$ cat src/rtl/xif_mac_pkg.sv
// Shared types and constants for the XIF MAC coprocessor: opcode and funct3
// encodings, FSM states, and the packed XIF transaction structs.
package xif_mac_pkg;

    localparam int XIF_ID_WIDTH  = 4;
    localparam int XIF_NUM_RS    = 2;
    localparam int XIF_RFR_WIDTH = 32;

    localparam logic [6:0] OPCODE_CUSTOM0 = 7'b0001011;
    localparam int         MAC_CYCLES     = 4;

    typedef enum logic [2:0] {
        OP_MAC    = 3'b000,
        OP_RDACC  = 3'b001,
        OP_CLRACC = 3'b010,
        OP_POPCNT = 3'b011
    } xmac_op_e;

    typedef enum logic [1:0] {
        ST_IDLE,
        ST_WAIT_COMMIT,
        ST_EXEC,
        ST_RESULT
    } xmac_state_e;

    typedef struct packed {
        logic [15:0]             instr;
        logic [1:0]              mode;
        logic [XIF_ID_WIDTH-1:0] id;
    } x_compressed_req_t;

    typedef struct packed {
        logic [31:0] instr;
        logic        accept;
    } x_compressed_resp_t;

    typedef struct packed {
        logic [31:0]                                instr;
        logic [1:0]                                 mode;
        logic [XIF_ID_WIDTH-1:0]                    id;
        logic [XIF_NUM_RS-1:0][XIF_RFR_WIDTH-1:0]   rs;
        logic [XIF_NUM_RS-1:0]                      rs_valid;
    } x_issue_req_t;

    typedef struct packed {
        logic accept;
        logic writeback;
        logic dualwrite;
        logic dualread;
        logic loadstore;
        logic exc;
    } x_issue_resp_t;

    typedef struct packed {
        logic [XIF_ID_WIDTH-1:0] id;
        logic                    commit_kill;
    } x_commit_t;

    typedef struct packed {
        logic [XIF_ID_WIDTH-1:0] id;
        logic [31:0]             addr;
        logic [1:0]              mode;
        logic                    we;
        logic [1:0]              size;
        logic [31:0]             wdata;
        logic                    last;
        logic                    spec;
    } x_mem_req_t;

    typedef struct packed {
        logic       exc;
        logic [5:0] exccode;
        logic       dbg;
    } x_mem_resp_t;

    typedef struct packed {
        logic [XIF_ID_WIDTH-1:0] id;
        logic [31:0]             rdata;
        logic                    err;
        logic                    dbg;
    } x_mem_result_t;

    typedef struct packed {
        logic [XIF_ID_WIDTH-1:0] id;
        logic [31:0]             data;
        logic [4:0]              rd;
        logic                    we;
        logic                    exc;
        logic [5:0]              exccode;
        logic                    err;
        logic                    dbg;
    } x_result_t;

    function automatic logic [5:0] popcount32(input logic [31:0] v);
        logic [5:0] cnt;
        cnt = '0;
        for (int i = 0; i < 32; i++) begin
            cnt = cnt + {5'd0, v[i]};
        end
        return cnt;
    endfunction

endpackage

$ cat src/rtl/if_xif.sv
// Reduced CORE-V-XIF bundle carrying only what the MAC coprocessor and its
// bridge exchange; modports give the coprocessor-side view of each channel.
interface if_xif;
    import xif_mac_pkg::*;

    logic               compressed_valid;
    logic               compressed_ready;
    x_compressed_req_t  compressed_req;
    x_compressed_resp_t compressed_resp;

    logic               issue_valid;
    logic               issue_ready;
    x_issue_req_t       issue_req;
    x_issue_resp_t      issue_resp;

    logic               commit_valid;
    x_commit_t          commit;

    logic               mem_valid;
    logic               mem_ready;
    x_mem_req_t         mem_req;
    x_mem_resp_t        mem_resp;

    logic               mem_result_valid;
    x_mem_result_t      mem_result;

    logic               result_valid;
    logic               result_ready;
    x_result_t          result;

    modport coproc_compressed (
        input  compressed_valid, compressed_req,
        output compressed_ready, compressed_resp
    );

    modport coproc_issue (
        input  issue_valid, issue_req,
        output issue_ready, issue_resp
    );

    modport coproc_commit (
        input  commit_valid, commit
    );

    modport coproc_mem (
        input  mem_ready, mem_resp,
        output mem_valid, mem_req
    );

    modport coproc_mem_result (
        input  mem_result_valid, mem_result
    );

    modport coproc_result (
        input  result_ready,
        output result_valid, result
    );

endinterface

$ cat src/rtl/xif_mac_mul_iter.sv
// Iterative 32x32 multiplier keeping the low 32 bits. One byte of b is
// folded in per cycle, LSB byte first; done pulses on the final byte with
// the complete product on o_p in that same cycle.
module xif_mac_mul_iter
    import xif_mac_pkg::*;
(
    input  logic        clk_i,
    input  logic        rst_ni,
    input  logic        i_start,
    input  logic [31:0] i_a,
    input  logic [31:0] i_b,
    output logic        o_busy,
    output logic        o_done,
    output logic [31:0] o_p
);

    localparam logic [1:0] LAST_BYTE = 2'(MAC_CYCLES - 1);

    logic        r_busy;
    logic [1:0]  r_cnt;
    logic [31:0] r_sum;
    logic [7:0]  w_byte;
    logic [31:0] w_pp;
    logic [31:0] w_sum;

    // Partial product for the current byte, shifted into place and summed.
    always_comb begin
        w_byte = i_b[{r_cnt, 3'b000} +: 8];
        w_pp   = (i_a * {24'd0, w_byte}) << {r_cnt, 3'b000};
        w_sum  = (r_busy ? r_sum : 32'd0) + w_pp;
    end

    // Byte counter and running sum; the start cycle already consumes byte 0.
    always_ff @(posedge clk_i) begin
        if (!rst_ni) begin
            r_busy <= 1'b0;
            r_cnt  <= '0;
            r_sum  <= '0;
        end else if (r_busy) begin
            if (r_cnt == LAST_BYTE) begin
                r_busy <= 1'b0;
                r_cnt  <= '0;
                r_sum  <= '0;
            end else begin
                r_cnt <= r_cnt + 2'd1;
                r_sum <= w_sum;
            end
        end else if (i_start) begin
            r_busy <= 1'b1;
            r_cnt  <= 2'd1;
            r_sum  <= w_sum;
        end
    end

    assign o_busy = r_busy;
    assign o_done = r_busy && (r_cnt == LAST_BYTE);
    assign o_p    = w_sum;

endmodule

$ cat src/rtl/xif_mac_coproc.sv
// CORE-V-XIF coprocessor with a 32-bit accumulator: MAC, RDACC, CLRACC and
// POPCNT on custom-0. One instruction in flight; the accumulator changes
// only in the last EXEC cycle, so killed instructions never touch it.
//
// state          | meaning
// ST_IDLE        | ready for issue (when both source operands are valid)
// ST_WAIT_COMMIT | accepted, waiting for commit or kill of the latched id
// ST_EXEC        | executing; 1 cycle, or MAC_CYCLES for MAC
// ST_RESULT      | result_valid held with stable payload until result_ready
module xif_mac_coproc
    import xif_mac_pkg::*;
#(
    parameter int X_ID_WIDTH  = 4,
    parameter int X_NUM_RS    = 2,
    parameter int X_RFR_WIDTH = 32
) (
    input logic              clk_i,
    input logic              rst_ni,
    if_xif.coproc_compressed xif_compressed_if,
    if_xif.coproc_issue      xif_issue_if,
    if_xif.coproc_commit     xif_commit_if,
    if_xif.coproc_mem        xif_mem_if,
    if_xif.coproc_mem_result xif_mem_result_if,
    if_xif.coproc_result     xif_result_if
);

    xmac_state_e            r_state;
    xmac_state_e            w_state_nxt;

    logic [31:0]            w_instr;
    logic [2:0]             w_funct3;
    logic [X_NUM_RS-1:0]    w_rs_valid;
    logic                   w_accept;
    logic                   w_writeback;
    logic                   w_issue_ready;
    logic                   w_issue_hs;
    logic                   w_commit_issue_match;
    logic                   w_commit_wait_match;
    logic                   w_commit_kill;

    logic [X_ID_WIDTH-1:0]  r_id;
    logic [4:0]             r_rd;
    xmac_op_e               r_op;
    logic [X_RFR_WIDTH-1:0] r_rs1;
    logic [X_RFR_WIDTH-1:0] r_rs2;
    logic                   r_we;
    logic [31:0]            r_acc;
    logic [31:0]            r_result;

    logic                   w_exec_done;
    logic                   w_mul_start;
    logic                   w_mul_busy;
    logic                   w_mul_done;
    logic [31:0]            w_mul_p;
    logic [31:0]            w_exec_val;
    logic                   w_result_valid;

    assign w_instr    = xif_issue_if.issue_req.instr;
    assign w_funct3   = w_instr[14:12];
    assign w_rs_valid = xif_issue_if.issue_req.rs_valid;

    // funct3 values 000..011 are the only defined operations.
    assign w_accept    = rst_ni && (w_instr[6:0] == OPCODE_CUSTOM0) &&
                         (w_instr[31:25] == 7'd0) && (w_funct3[2] == 1'b0);
    assign w_writeback = w_accept && (w_funct3 != OP_CLRACC);

    assign w_issue_ready = rst_ni && (r_state == ST_IDLE) && (w_rs_valid[1:0] == 2'b11);
    assign w_issue_hs    = xif_issue_if.issue_valid && w_issue_ready;

    assign w_commit_kill        = xif_commit_if.commit.commit_kill;
    assign w_commit_issue_match = xif_commit_if.commit_valid &&
                                  (xif_commit_if.commit.id == xif_issue_if.issue_req.id);
    assign w_commit_wait_match  = xif_commit_if.commit_valid &&
                                  (xif_commit_if.commit.id == r_id);

    // State register.
    always_ff @(posedge clk_i) begin
        if (!rst_ni) begin
            r_state <= ST_IDLE;
        end else begin
            r_state <= w_state_nxt;
        end
    end

    // Next-state logic plus multiplier start and execution-complete strobes.
    always_comb begin
        w_state_nxt = r_state;
        w_mul_start = 1'b0;
        w_exec_done = 1'b0;
        case (r_state)
            ST_IDLE: begin
                if (w_issue_hs && w_accept) begin
                    if (w_commit_issue_match) begin
                        w_state_nxt = w_commit_kill ? ST_IDLE : ST_EXEC;
                    end else begin
                        w_state_nxt = ST_WAIT_COMMIT;
                    end
                end
            end
            ST_WAIT_COMMIT: begin
                if (w_commit_wait_match) begin
                    w_state_nxt = w_commit_kill ? ST_IDLE : ST_EXEC;
                end
            end
            ST_EXEC: begin
                if (r_op == OP_MAC) begin
                    w_mul_start = !w_mul_busy;
                    w_exec_done = w_mul_done;
                end else begin
                    w_exec_done = 1'b1;
                end
                if (w_exec_done) begin
                    w_state_nxt = ST_RESULT;
                end
            end
            ST_RESULT: begin
                if (xif_result_if.result_ready) begin
                    w_state_nxt = ST_IDLE;
                end
            end
            default: w_state_nxt = ST_IDLE;
        endcase
    end

    xif_mac_mul_iter u_mul (
        .clk_i   (clk_i),
        .rst_ni  (rst_ni),
        .i_start (w_mul_start),
        .i_a     (r_rs1),
        .i_b     (r_rs2),
        .o_busy  (w_mul_busy),
        .o_done  (w_mul_done),
        .o_p     (w_mul_p)
    );

    // Value produced by the finishing operation; CLRACC yields zero.
    always_comb begin
        w_exec_val = '0;
        case (r_op)
            OP_MAC:    w_exec_val = r_acc + w_mul_p;
            OP_RDACC:  w_exec_val = r_acc;
            OP_CLRACC: w_exec_val = '0;
            OP_POPCNT: w_exec_val = {26'd0, popcount32(r_rs1)};
            default:   w_exec_val = '0;
        endcase
    end

    // Instruction latches on accept; accumulator and result on EXEC completion.
    always_ff @(posedge clk_i) begin
        if (!rst_ni) begin
            r_id     <= '0;
            r_rd     <= '0;
            r_op     <= OP_MAC;
            r_rs1    <= '0;
            r_rs2    <= '0;
            r_we     <= 1'b0;
            r_acc    <= '0;
            r_result <= '0;
        end else begin
            if (w_issue_hs && w_accept) begin
                r_id  <= xif_issue_if.issue_req.id;
                r_rd  <= w_instr[11:7];
                r_op  <= xmac_op_e'(w_funct3);
                r_rs1 <= xif_issue_if.issue_req.rs[0];
                r_rs2 <= xif_issue_if.issue_req.rs[1];
                r_we  <= w_writeback;
            end
            if ((r_state == ST_EXEC) && w_exec_done) begin
                r_result <= w_exec_val;
                if ((r_op == OP_MAC) || (r_op == OP_CLRACC)) begin
                    r_acc <= w_exec_val;
                end
            end
        end
    end

    assign w_result_valid = rst_ni && (r_state == ST_RESULT);

    assign xif_issue_if.issue_ready = w_issue_ready;

    // Issue response is purely a decode of the presented instruction.
    always_comb begin
        xif_issue_if.issue_resp           = '0;
        xif_issue_if.issue_resp.accept    = w_accept;
        xif_issue_if.issue_resp.writeback = w_writeback;
    end

    assign xif_result_if.result_valid = w_result_valid;

    // Result payload is zero whenever no result is being offered.
    always_comb begin
        xif_result_if.result = '0;
        if (w_result_valid) begin
            xif_result_if.result.id   = r_id;
            xif_result_if.result.data = r_result;
            xif_result_if.result.rd   = r_rd;
            xif_result_if.result.we   = r_we;
        end
    end

    assign xif_compressed_if.compressed_ready = 1'b0;
    assign xif_compressed_if.compressed_resp  = '0;
    assign xif_mem_if.mem_valid               = 1'b0;
    assign xif_mem_if.mem_req                 = '0;

endmodule

$ cat src/flat_wrapper.sv
// flat-port wrapper written by rule: the top's interface ports become plain ports
module xif_mac_coproc_flat import xif_mac_pkg::*;
#(
    parameter int X_ID_WIDTH  = 4,
    parameter int X_NUM_RS    = 2,
    parameter int X_RFR_WIDTH = 32
)
  (clk_i, rst_ni, xif_compressed_if_compressed_valid, xif_compressed_if_compressed_req, xif_compressed_if_compressed_ready, xif_compressed_if_compressed_resp, xif_issue_if_issue_valid, xif_issue_if_issue_req, xif_issue_if_issue_ready, xif_issue_if_issue_resp, xif_commit_if_commit_valid, xif_commit_if_commit, xif_mem_if_mem_ready, xif_mem_if_mem_resp, xif_mem_if_mem_valid, xif_mem_if_mem_req, xif_mem_result_if_mem_result_valid, xif_mem_result_if_mem_result, xif_result_if_result_ready, xif_result_if_result_valid, xif_result_if_result);
  if_xif xif_compressed_if_i ();
  if_xif xif_issue_if_i ();
  if_xif xif_commit_if_i ();
  if_xif xif_mem_if_i ();
  if_xif xif_mem_result_if_i ();
  if_xif xif_result_if_i ();
  input logic clk_i;
  input logic rst_ni;
  input wire logic [$bits(xif_compressed_if_i.compressed_valid)-1:0] xif_compressed_if_compressed_valid;
  input wire logic [$bits(xif_compressed_if_i.compressed_req)-1:0] xif_compressed_if_compressed_req;
  output wire logic [$bits(xif_compressed_if_i.compressed_ready)-1:0] xif_compressed_if_compressed_ready;
  output wire logic [$bits(xif_compressed_if_i.compressed_resp)-1:0] xif_compressed_if_compressed_resp;
  input wire logic [$bits(xif_issue_if_i.issue_valid)-1:0] xif_issue_if_issue_valid;
  input wire logic [$bits(xif_issue_if_i.issue_req)-1:0] xif_issue_if_issue_req;
  output wire logic [$bits(xif_issue_if_i.issue_ready)-1:0] xif_issue_if_issue_ready;
  output wire logic [$bits(xif_issue_if_i.issue_resp)-1:0] xif_issue_if_issue_resp;
  input wire logic [$bits(xif_commit_if_i.commit_valid)-1:0] xif_commit_if_commit_valid;
  input wire logic [$bits(xif_commit_if_i.commit)-1:0] xif_commit_if_commit;
  input wire logic [$bits(xif_mem_if_i.mem_ready)-1:0] xif_mem_if_mem_ready;
  input wire logic [$bits(xif_mem_if_i.mem_resp)-1:0] xif_mem_if_mem_resp;
  output wire logic [$bits(xif_mem_if_i.mem_valid)-1:0] xif_mem_if_mem_valid;
  output wire logic [$bits(xif_mem_if_i.mem_req)-1:0] xif_mem_if_mem_req;
  input wire logic [$bits(xif_mem_result_if_i.mem_result_valid)-1:0] xif_mem_result_if_mem_result_valid;
  input wire logic [$bits(xif_mem_result_if_i.mem_result)-1:0] xif_mem_result_if_mem_result;
  input wire logic [$bits(xif_result_if_i.result_ready)-1:0] xif_result_if_result_ready;
  output wire logic [$bits(xif_result_if_i.result_valid)-1:0] xif_result_if_result_valid;
  output wire logic [$bits(xif_result_if_i.result)-1:0] xif_result_if_result;
  assign xif_compressed_if_i.compressed_valid = xif_compressed_if_compressed_valid;
  assign xif_compressed_if_i.compressed_req = xif_compressed_if_compressed_req;
  assign xif_compressed_if_compressed_ready = xif_compressed_if_i.compressed_ready;
  assign xif_compressed_if_compressed_resp = xif_compressed_if_i.compressed_resp;
  assign xif_issue_if_i.issue_valid = xif_issue_if_issue_valid;
  assign xif_issue_if_i.issue_req = xif_issue_if_issue_req;
  assign xif_issue_if_issue_ready = xif_issue_if_i.issue_ready;
  assign xif_issue_if_issue_resp = xif_issue_if_i.issue_resp;
  assign xif_commit_if_i.commit_valid = xif_commit_if_commit_valid;
  assign xif_commit_if_i.commit = xif_commit_if_commit;
  assign xif_mem_if_i.mem_ready = xif_mem_if_mem_ready;
  assign xif_mem_if_i.mem_resp = xif_mem_if_mem_resp;
  assign xif_mem_if_mem_valid = xif_mem_if_i.mem_valid;
  assign xif_mem_if_mem_req = xif_mem_if_i.mem_req;
  assign xif_mem_result_if_i.mem_result_valid = xif_mem_result_if_mem_result_valid;
  assign xif_mem_result_if_i.mem_result = xif_mem_result_if_mem_result;
  assign xif_result_if_i.result_ready = xif_result_if_result_ready;
  assign xif_result_if_result_valid = xif_result_if_i.result_valid;
  assign xif_result_if_result = xif_result_if_i.result;
  xif_mac_coproc #(.X_ID_WIDTH(X_ID_WIDTH), .X_NUM_RS(X_NUM_RS), .X_RFR_WIDTH(X_RFR_WIDTH)) u_core (.clk_i(clk_i), .rst_ni(rst_ni), .xif_compressed_if(xif_compressed_if_i), .xif_issue_if(xif_issue_if_i), .xif_commit_if(xif_commit_if_i), .xif_mem_if(xif_mem_if_i), .xif_mem_result_if(xif_mem_result_if_i), .xif_result_if(xif_result_if_i));
endmodule
$ cat config.mk
export PLATFORM = sky130hd
export DESIGN_NAME = xif_mac_coproc_flat
export DESIGN_NICKNAME = d
export VERILOG_FILES = /design/src/rtl/xif_mac_pkg.sv /design/src/rtl/if_xif.sv /design/src/rtl/xif_mac_mul_iter.sv /design/src/rtl/xif_mac_coproc.sv /design/src/flat_wrapper.sv
export SDC_FILE = /design/constraint.sdc
export NUM_CORES = 1
export LEC_CHECK = 0
export ABC_CLOCK_PERIOD_IN_PS = 21400
export CAP_MARGIN = 10
export CELL_PAD_IN_SITES_DETAIL_PLACEMENT = 1
export CELL_PAD_IN_SITES_GLOBAL_PLACEMENT = 2
export CORE_MARGIN = 2
export CORE_UTILIZATION = 34
export CTS_CLUSTER_DIAMETER = 50
export DETAILED_ROUTE_END_ITERATION = 8
export PLACE_DENSITY_LB_ADDON = 0.1
export SYNTH_ARGS = -nofsm -noshare
export SYNTH_HDL_FRONTEND = slang
export SYNTH_SLANG_ARGS = --single-unit
$ cat constraint.sdc
create_clock -name clk_i -period 21.4 [get_ports clk_i]
set_input_delay 4.28 -clock clk_i [delete_from_list [all_inputs] [get_ports clk_i]]
set_output_delay 4.28 -clock clk_i [all_outputs]
set_load 0.02 [all_outputs]
==> metrics.md <==
| Metric | Value |
|---|---|
| Status | complete, no violations |
| Post-CTS Setup Inserts | 0 |
| Clock latency on the worst-skew pair | 490 ps |
| Final ANT Viol Nets | 0 |
| Die area | 0.0577 mm2 |
| GRT Util Overall | 0.221 |
| Placed cells | 3161 |
| Final WL | 62600 um |
| IO Port Bufs | 147 |
| Simple-Gate Fraction of Synth Area | 0.203 |
| ANT cells | 0 |
| Crit path launch type | register |
| H-tree Lvls | 4 |
| Resized Gates After CTS | 0 |
| Worst R2R Start | u_core.u_mul.r_cnt[0]$_SDFFE_PN0P_ |
| Main combinational cell family by area after synthesis | adder cells |
| Boundary Pins | 354 |
| Slew HR | 0.304 |
| Design area | 0.0213 mm2 |
| Crit path from | u_core.u_mul.r_cnt[0]$_SDFFE_PN0P_ |
| Gpl congestion | 0.850 |
| Crit-path slowest cell | mux4_2 |
| Synth Area in Adders | 0.265 |
| Reg2Reg Depth | 38 |
| Final Max Slew Viols | 0 |
| Max Cap Violations | 0 |
| Cell depth of the worst setup path | 38 |
| Crit path largest cell delay | 930 ps |
| Ys flop type | dfxtp_1 |
| Pin count of the biggest net entering global routing | 78 |
| Root Buffer | clkbuf_16 |
| Worst min-delay path startpoint | u_core.r_rd[0]$_SDFFE_PN0P_ |
| Worst path arrival time | 11790 ps |
| CP endpoint kind | register |
| Die width | 240 um |
| CP Max Fanout | 30 |
| R2r endpoint | u_core.r_result[28]$_SDFFE_PN0P_ |
| TritonCTS clock tree | built |
| Crit-path leading delay family | compound AO/OA/AOI/OAI gates |
| Number of global-route vias before repair | 16700 |
| Flop-to-flop setup slack | 9960 ps |
| Global-route wire length before repair | 97100 um |
| Cells after synthesis | 2359 |
| Post-route DRC | 0 |
| Avg Inst Size Synth | 8.05 um2 |
| Ys Warns | 0 |
| Clock Tree Buf Depth | 2 |
| Xor and xnor area share after synthesis | 0.0463 |
| Area Overhead vs Synth | 12.1% |
| Setup Viol. Count Final | 0 |
| Skew final | 16.4 ps |
| Worst hold path class | register to register |
| Cell mode on critical path | a21oi_1 |
| Mux contribution to synthesized area | 0.0243 |
| Post-Layout Cell Count | 3192 |
| Die Ht | 240 um |
| DP Area | 0.0207 mm2 |
| Hold Path Sink | u_core.r_rd[0]$_SDFFE_PN0P_ |
| Initial antenna violation count | 3 |
| Post-detail-place hpwl | 48800 um |
| Crit share post-route | 0.535 |
| Hold Path Cell Cnt | 2 |
| Core Rows | 86 |
| Post-CTS Hold Buffers | 0 |
| # nets final | 2910 |
| Drt initial violations | 746 |
| Worst Path Buf+Inv | 2 |
| Seq/Total Area, Yosys | 0.188 |
| Reg clk slew, reported paths | 80 ps |
| Post-synth ARST share | 0 |
| Initial Utilization | 0.344 |
| Router iterations before antenna repair | 5 |
| Fmax | 87.4 MHz |
| Share of cells above drive strength 1 | 0.0352 |
| Static Leak | 9.29 nW |
| Cell area after synthesis | 0.0190 mm2 |
| Final worst path period need | 11440 ps |
| Crit path kind | register to register |
| Vias per cell | 5.03 |
| RSZ-0062 raised after global routing | no |
| WL/cell | 19.6 um |
| Fin. Hold Viols | 0 |
| Compound-Gate Fraction of Synth Area | 0.161 |
| Core Area | 0.0552 mm2 |
| VDD IR max | 0.0589 mV |
| Worst slew pin tran | 1040 ps |
| TritonCTS Buffers | 17 |
| Gr ovfl total | 0 |
| Setup TNS | 0 ps |
| Fin util | 0.385 |
| Vias | 16000 |
| Synth unique cells | 66 |
| # clock sinks | 178 |
| Pwr dens | 33.3 mW/mm2 |
| Yosys reg bits | 178 |
| WP data required | 21750 ps |
| Post-synth EDFFs | 0 |
## cells in the mapped netlist, types with 14 or more instances
| cell | count | area, um2 |
|---|---|---|
| nand2_1 | 332 | 1250 |
| a21oi_1 | 225 | 1130 |
| inv_1 | 203 | 762 |
| and2_1 | 185 | 1160 |
| fa_1 | 182 | 3640 |
| dfxtp_1 | 178 | 3560 |
| nor2_1 | 152 | 571 |
| buf_4 | 125 | 938 |
| ha_1 | 111 | 1390 |
| clkbuf_1 | 93 | 349 |
| o21ai_0 | 72 | 360 |
| xnor2_1 | 56 | 490 |
| a21o_1 | 51 | 383 |
| xor2_1 | 38 | 333 |
| nand3_1 | 36 | 180 |
| a22o_1 | 32 | 280 |
| nor3_1 | 27 | 135 |
| nor2b_1 | 20 | 125 |
| mux2i_1 | 19 | 190 |
| nand2b_1 | 16 | 100 |
| and3_1 | 15 | 93.8 |
| o21a_1 | 15 | 113 |
| buf_1 | 14 | 52.6 |
## logic make-up after synthesis
logic type / count (synthesis)
AND/OR/NAND/NOR: 818
AO/OA/AOI/OAI: 498
buffers and inverters: 439
adder cells (fa/ha/maj): 293
flip-flops: 178
XOR/XNOR: 97
multiplexers: 35
other: 1
## worst max path at each step
stage                                  endpoint  slack [ps]
2_1_floorplan          xif_result_if_result[41]       11630
3_3_place_gp   u_core.r_result[28]$_SDFFE_PN0P_       10140
3_5_place_dp   u_core.r_result[28]$_SDFFE_PN0P_        9930
4_1_cts        u_core.r_result[28]$_SDFFE_PN0P_        9890
5_1_grt        u_core.r_result[28]$_SDFFE_PN0P_        9110
6_report       u_core.r_result[28]$_SDFFE_PN0P_        9960
## final cells by class
type                    count  area (um2)
fillers                  6664       33900
well taps                 748         936
clock inverters            14         165
clock buffers              17         425
inverters                 203         764
repair buffers            168        1630
multi-input cells        1864       13800
flip-flops and latches    178        3570
## routing by layer
metal / part of all wire / global-route usage / vias up
met2: 0.43 / 0.331 / 342
met5: 0.00040 / 0 / -
met1: 0.50 / 0.323 / 7967
met4: 0.019 / 0.0574 / 4
li1: - / - / 7679
met3: 0.049 / 0.0426 / 50
## worst min-delay path, stage by stage (launching register included)
cell and delay, ps:
dfxtp_1 310, nand2_1 50, a21oi_1 50
## layout by cell type (no fill, tap or decap), types with 20 or more instances in the layout
| cell | netlist | layout |
|---|---|---|
| nand2_1 | 332 | 332 |
| a21oi_1 | 225 | 224 |
| inv_1 | 203 | 202 |
| and2_1 | 185 | 185 |
| fa_1 | 182 | 182 |
| dfxtp_1 | 178 | 176 |
| nor2_1 | 152 | 150 |
| clkdlybuf4s50_1 | 0 | 147 |
| conb_1 | 1 | 123 |
| ha_1 | 111 | 111 |
| o21ai_0 | 72 | 72 |
| xnor2_1 | 56 | 56 |
| a21o_1 | 51 | 51 |
| xor2_1 | 38 | 38 |
| nand3_1 | 36 | 35 |
| a22o_1 | 32 | 32 |
| nor3_1 | 27 | 26 |
| buf_4 | 125 | 21 |
| nor2b_1 | 20 | 20 |
## stage by stage
| step | worst slack (ps) | power, mW | hold WS (ps) |
|---|---|---|---|
| after detailed placement | 9930 | 0.387 | 448 |
| after floorplan | 11630 | 0.381 | 427 |
| after CTS | 9890 | 0.721 | 459 |
| after global placement | 10140 | 0.387 | 439 |
| after global routing | 9110 | 0.735 | 481 |
| final | 9960 | 0.708 | 459 |
## flip-flops by register name (all words and copies together), names as in the netlist
register             flops
u_core.u_mul.r_cnt       2
u_core.r_acc            32
u_core.r_we              1
u_core.r_rs2            32
u_core.u_mul.o_busy      1
u_core.r_state           2
u_core.r_rs1            32
u_core.u_mul.r_sum      32
u_core.r_result         32
u_core.r_op              3
u_core.r_rd              5
u_core.r_id              4
## report_power, final
group | total (mW) | internal [mW] | switching (mW)
Clock | 0.329 | 0.166 | 0.163
Combinational | 0.0485 | 0.0179 | 0.0305
Sequential | 0.331 | 0.331 | 0.000000291
Note: power is estimated with default switching activity, not from simulation.
